===== src/rtl/mem_copy_engine.sv =====
// mem_copy_engine: copies a block of words within one port of a dual-port
// memory. Each word is read from the source, then written to the destination.
// Each word takes one READ cycle and one WRITE cycle.
//
// Optional feature: define MEM_COPY_CHECKSUM_EN to add the checksum output.
// The checksum is the modulo-2^DATA_W sum of the words written by the most
// recently accepted transfer.
//
// Ports:
//   clk          rising-edge clock
//   reset        asynchronous, active-high reset
//   start        request pulse, sampled only while idle
//   src_address  first source word address (latched on accepted start)
//   dst_address  first destination word address (latched on accepted start)
//   length       word count (latched on accepted start)
//   mem_address  memory port address
//   mem_in       memory port write data
//   mem_we       memory port write enable
//   mem_out      memory port registered read data (one cycle after address)
//   busy         high while a transfer is in progress
//   done         one-cycle completion pulse
//   checksum     sum of written words (only with MEM_COPY_CHECKSUM_EN)
module mem_copy_engine #(
  parameter int unsigned ADDR_W = 15,
  parameter int unsigned DATA_W = 16
) (
  input  logic              clk,
  input  logic              reset,
  input  logic              start,
  input  logic [ADDR_W-1:0] src_address,
  input  logic [ADDR_W-1:0] dst_address,
  input  logic [ADDR_W-1:0] length,
  output logic [ADDR_W-1:0] mem_address,
  output logic [DATA_W-1:0] mem_in,
  output logic              mem_we,
  input  logic [DATA_W-1:0] mem_out,
  output logic              busy,
  output logic              done
`ifdef MEM_COPY_CHECKSUM_EN
  ,
  output logic [DATA_W-1:0] checksum
`endif
);

  typedef enum logic [1:0] {
    IDLE  = 2'd0,
    READ  = 2'd1,
    WRITE = 2'd2,
    DONE  = 2'd3
  } state_e;

  state_e            state_q, state_d;
  logic [ADDR_W-1:0] src_q, src_d;
  logic [ADDR_W-1:0] dst_q, dst_d;
  logic [ADDR_W-1:0] cnt_q, cnt_d;
  logic [ADDR_W-1:0] mem_address_q, mem_address_d;
  logic              mem_we_q, mem_we_d;
  logic              busy_q, busy_d;
  logic              done_q, done_d;
`ifdef MEM_COPY_CHECKSUM_EN
  logic [DATA_W-1:0] checksum_q, checksum_d;
`endif

  // Next-state logic. Registered outputs are computed for the state being
  // entered, so they line up with the state register.
  always_comb begin
    state_d       = state_q;
    src_d         = src_q;
    dst_d         = dst_q;
    cnt_d         = cnt_q;
    mem_address_d = '0;
    mem_we_d      = 1'b0;
    busy_d        = 1'b0;
    done_d        = 1'b0;
`ifdef MEM_COPY_CHECKSUM_EN
    checksum_d    = checksum_q;
`endif
    case (state_q)
      IDLE: begin
        if (start) begin
`ifdef MEM_COPY_CHECKSUM_EN
          checksum_d = '0;
`endif
          busy_d = 1'b1;
          if (length != '0) begin
            src_d         = src_address;
            dst_d         = dst_address;
            cnt_d         = length;
            mem_address_d = src_address;
            state_d       = READ;
          end else begin
            done_d  = 1'b1;
            state_d = DONE;
          end
        end
      end
      READ: begin
        busy_d        = 1'b1;
        mem_address_d = dst_q;
        mem_we_d      = 1'b1;
        state_d       = WRITE;
      end
      WRITE: begin
        busy_d = 1'b1;
        src_d  = src_q + ADDR_W'(1);
        dst_d  = dst_q + ADDR_W'(1);
        cnt_d  = cnt_q - ADDR_W'(1);
`ifdef MEM_COPY_CHECKSUM_EN
        checksum_d = checksum_q + mem_out;
`endif
        // Decide on the count before the decrement: one word left means last.
        if (cnt_q != ADDR_W'(1)) begin
          mem_address_d = src_q + ADDR_W'(1);
          state_d       = READ;
        end else begin
          done_d  = 1'b1;
          state_d = DONE;
        end
      end
      DONE: begin
        state_d = IDLE;
      end
      default: begin
        state_d = IDLE;
      end
    endcase
  end

  // State and output registers.
  always_ff @(posedge clk or posedge reset) begin
    if (reset) begin
      state_q       <= IDLE;
      src_q         <= '0;
      dst_q         <= '0;
      cnt_q         <= '0;
      mem_address_q <= '0;
      mem_we_q      <= 1'b0;
      busy_q        <= 1'b0;
      done_q        <= 1'b0;
`ifdef MEM_COPY_CHECKSUM_EN
      checksum_q    <= '0;
`endif
    end else begin
      state_q       <= state_d;
      src_q         <= src_d;
      dst_q         <= dst_d;
      cnt_q         <= cnt_d;
      mem_address_q <= mem_address_d;
      mem_we_q      <= mem_we_d;
      busy_q        <= busy_d;
      done_q        <= done_d;
`ifdef MEM_COPY_CHECKSUM_EN
      checksum_q    <= checksum_d;
`endif
    end
  end

  assign mem_address = mem_address_q;
  assign mem_we      = mem_we_q;
  assign busy        = busy_q;
  assign done        = done_q;
`ifdef MEM_COPY_CHECKSUM_EN
  assign checksum    = checksum_q;
`endif

  // Read data only becomes valid in the WRITE cycle, so the write data is a
  // gated pass-through of mem_out. It cannot be registered without adding a
  // cycle per word. The gating forces it to zero in all other states,
  // including during reset.
  assign mem_in = (state_q == WRITE) ? mem_out : '0;

endmodule


===== config.mk =====
export PLATFORM = sky130hd
export DESIGN_NAME = mem_copy_engine
export DESIGN_NICKNAME = d
export VERILOG_FILES = /design/src/rtl/mem_copy_engine.sv
export SDC_FILE = /design/constraint.sdc
export NUM_CORES = 1
export LEC_CHECK = 0
export CORE_UTILIZATION = 50
export DETAILED_ROUTE_END_ITERATION = 10
export PLACE_DENSITY_LB_ADDON = 0.08
export SYNTH_ARGS = -nofsm -noshare
export SYNTH_HDL_FRONTEND = slang
export SYNTH_SLANG_ARGS = --single-unit

===== constraint.sdc =====
create_clock -name clk -period 4.7 [get_ports clk]
set_input_delay 0.94 -clock clk [delete_from_list [all_inputs] [get_ports clk]]
set_output_delay 0.94 -clock clk [all_outputs]
set_load 0.05 [all_outputs]

==> run metrics <==
outcome=finished clean; vias=4114; cells along the critical path=clkdlybuf4s50_1, or4_1, or4_1, a21oi_4, buf_4, a21oi_1, o22a_1; Synth Flop Type=dfrtp_1; Clock Power Share=12.9%; FF-to-FF End=dst_q[9]$_DFFE_PP0P_; total negative setup slack=0 ps; CTS Sinks=65; Worst Reg-to-Reg Cells=7; Synth area leader=dfrtp_1; endpoints failing setup=0; Slew Limit Fails=0; clk root buf=clkbuf_8; CP arrival=3740 ps; GRT overflow=0; Inserted Diodes=0; fin nets=631; post-synthesis register bit count=65; vias in the first global route=3936; sw frac=48.6%; Synth top cells by count=dfrtp_1 (65), a21oi_1 (46), nor2_1 (41); TritonCTS Buffers=9; Setup crit end=cnt_q[10]$_DFFE_PP0P_; yosys synthesis warning count=0; worst-path fanout max=19; Die Span Y=92.9 um; number of distinct library cells after synthesis=55; Post-synth EDFFs=0; All-Layer GR Usage=29.4%; total core area=7850 um2; clock latency at the later pin of the worst-skew pair=350 ps; Worst Setup End Kind=flop; vias per inst=6.19; Detailed Place HPWL=8.32 mm; worst-margin pin slew=1080 ps; Synth area leaders=dfrtp_1 (39%), a21oi_1 (5.6%), o21ai_0 (3.8%); Leak Pwr=2.05 nW; crit path from=length[0]; Post-Route Skew=10.9 ps; H-Tree Level Count=3; drt initial violations=384; top-count cell post-synth=dfrtp_1; post-synthesis sequential area ratio=39.3%; Slew HR=27.8%; reg2reg setup slack=1710 ps; largest net degree at the start of global routing=67; Initial Util=52.7%; DR DRC count=0; clock transition at the registers of the reported paths=70 ps; most used cell, CP=or4_1; syn_area_per_cell=8.59 um2; ANT nets after route=0; wire length per cell=17.9 um; first-pass GRT wire length=19.6 mm; Synth async-reset ratio=100%; Setup crit start kind=input port; hold crit path type=reg -> reg; P_sw=1.84 mW; Synth Net Count=553; max_cap viols=0; fin crit share=74.6%; die area=8640 um2; post-cts sizing count=0; Post-CTS Hold Fix Bufs=0; CP bufs+invs=2; synthesized area=4130 um2; worst setup path category=in -> reg; cell family with most CP delay=simple AND/OR/NAND/NOR gates; minimum clock period=3500 ps; Cell Pwr Density=707 nW/um2; Mapped Cells=481; share of cells above drive strength 1=6.57%; largest stage delay on the critical path=670 ps; clock buffer depth=2; cell depth of the worst setup path=7; post-CTS setup buffers=0; Seq. cell area=1630 um2; final WL=11.9 mm; drt first pass iters=5; top cell type's share of synthesized area=39.3%; Peak VDD IR=0.294 mV; gp weighted congestion=0.906; Comb power frac=56.9%; Filler cells=688; Hold Worst Slack=540 ps; P&R area growth vs syn=29.3%; Port Buffers=97; Ports=98; multi-input logic area=2330 um2; Final Hold Fails=0; Pint=1.94 mW; RSZ-0062 raised after global routing=false; worst r2r src=state_q[0]$_DFFE_PP0P_; CTS tree=yes; sequential power share=30.2%; die width=92.9 um; fmax=285 MHz; slowest CP cell=or4_1; CP Data Required Time=4940 ps; # rows=32; initial antenna violation count=0
[final cells by class]
cell class	instances	area share, %
Timing Repair Buffer	103	19.0
Inverter	14	0.983
Tap cell	102	2.39
Sequential cell	65	30.4
Multi-Input combinational cell	366	43.6
Clock buffer	12	2.90
Clock inverter	3	0.749
[power groups by stage]
stage          Clock, mW  Combinational (mW)  Sequential (mW)
2_1_floorplan          0                1.42             1.25
3_3_place_gp           0                2.09             1.13
3_5_place_dp           0                2.14             1.14
4_1_cts            0.493                2.14             1.13
5_1_grt            0.516                2.35             1.18
6_report           0.486                2.15             1.14
[cells by family after synthesis]
| family | share of synthesized area [%] |
|---|---|
| adders and majority gates | 2.42 |
| buffers and inverters | 4.90 |
| muxes | 0.726 |
| DFF | 39.3 |
| xor gates and xnor gates | 2.75 |
| and+or+nand+nor | 21.8 |
| AOI/OAI and AO/OA | 28.0 |
[how the worst min path moves through the flow]
stage                                     start                     to  slack, ps  cells past startpoint
final                      src_q[1]$_DFFE_PP0P_   src_q[1]$_DFFE_PP0P_        540                      2
after CTS                  src_q[1]$_DFFE_PP0P_   src_q[1]$_DFFE_PP0P_        540                      2
after detailed placement   src_q[1]$_DFFE_PP0P_   src_q[1]$_DFFE_PP0P_        520                      2
after global placement     src_q[1]$_DFFE_PP0P_   src_q[1]$_DFFE_PP0P_        510                      2
after global routing      dst_q[11]$_DFFE_PP0P_  dst_q[11]$_DFFE_PP0P_        570                      1
after floorplan           dst_q[12]$_DFFE_PP0P_  dst_q[12]$_DFFE_PP0P_        480                      1
[stage by stage]
stage | util (%) | cell area (um2) | setup WS [ps] | total power [mW] | cells
finish | 68.1 | 5350 | 1200 | 3.78 | 665
CTS | 68.1 | 5350 | 1250 | 3.77 | 665
detailed placement | 65.6 | 5150 | 880 | 3.28 | 650
global placement | 65.6 | 5150 | 914 | 3.22 | 650
floorplan | - | 4130 | 1720 | 2.67 | 481
global route | 68.1 | 5350 | 1100 | 4.05 | 665
[worst reg2reg max path: cells and delay by family (launching register included)]
family,cells,cell delay (ps)
AO/OA/AOI/OAI,3,940
buffers and inverters,2,730
adder cells (fa/ha/maj),1,560
flip-flops,1,420
AND/OR/NAND/NOR,1,240
[layer usage]
layer	vias up	global-route usage, %	wire, um
met5	-	0	0
met4	0	9.74	146
met3	14	5.99	968
met2	192	49.3	5910
met1	1966	37.7	4900
li1	1942	-	-
[cell usage in the layout (no fill, tap or decap), types with 3 or more instances in the layout]
cell             Yosys  layout
clkdlybuf4s50_1      0      97
o21ai_0             31      30
nand4_1             11      11
nand2_1             38      38
o22a_1               7       7
or3_1                4       4
and2_1              19      19
a222oi_1             8       8
buf_4                1       6
o211ai_1             4       4
or4_1                9       9
a22oi_1              9       9
mux2i_1              3       3
nand2b_1             5       5
ha_1                 8       7
dfrtp_1             65      65
a31oi_1              6       6
xor2_1               8       8
nor2_1              41      41
o31ai_1              6       6
o2bb2a_1             3       3
nor4_1               4       4
a21o_1               4       4
a21oi_2              3       3
o2bb2a_4             3       3
nand3_1             22      22
clkbuf_8             0      11
nor3_1               9       9
a211oi_1             3       3
inv_1               13      12
a21oi_1             46      46
xnor2_1              5       5
o22ai_1             19      19
nand4b_1             3       3
[state kept, by name (all words and copies together), names as in the netlist]
name	flops
cnt_q	15
dst_q	15
mem_address	15
src_q	15
state_q	2
busy	1
done	1
mem_we	1
(Power assumes the default switching activity.)
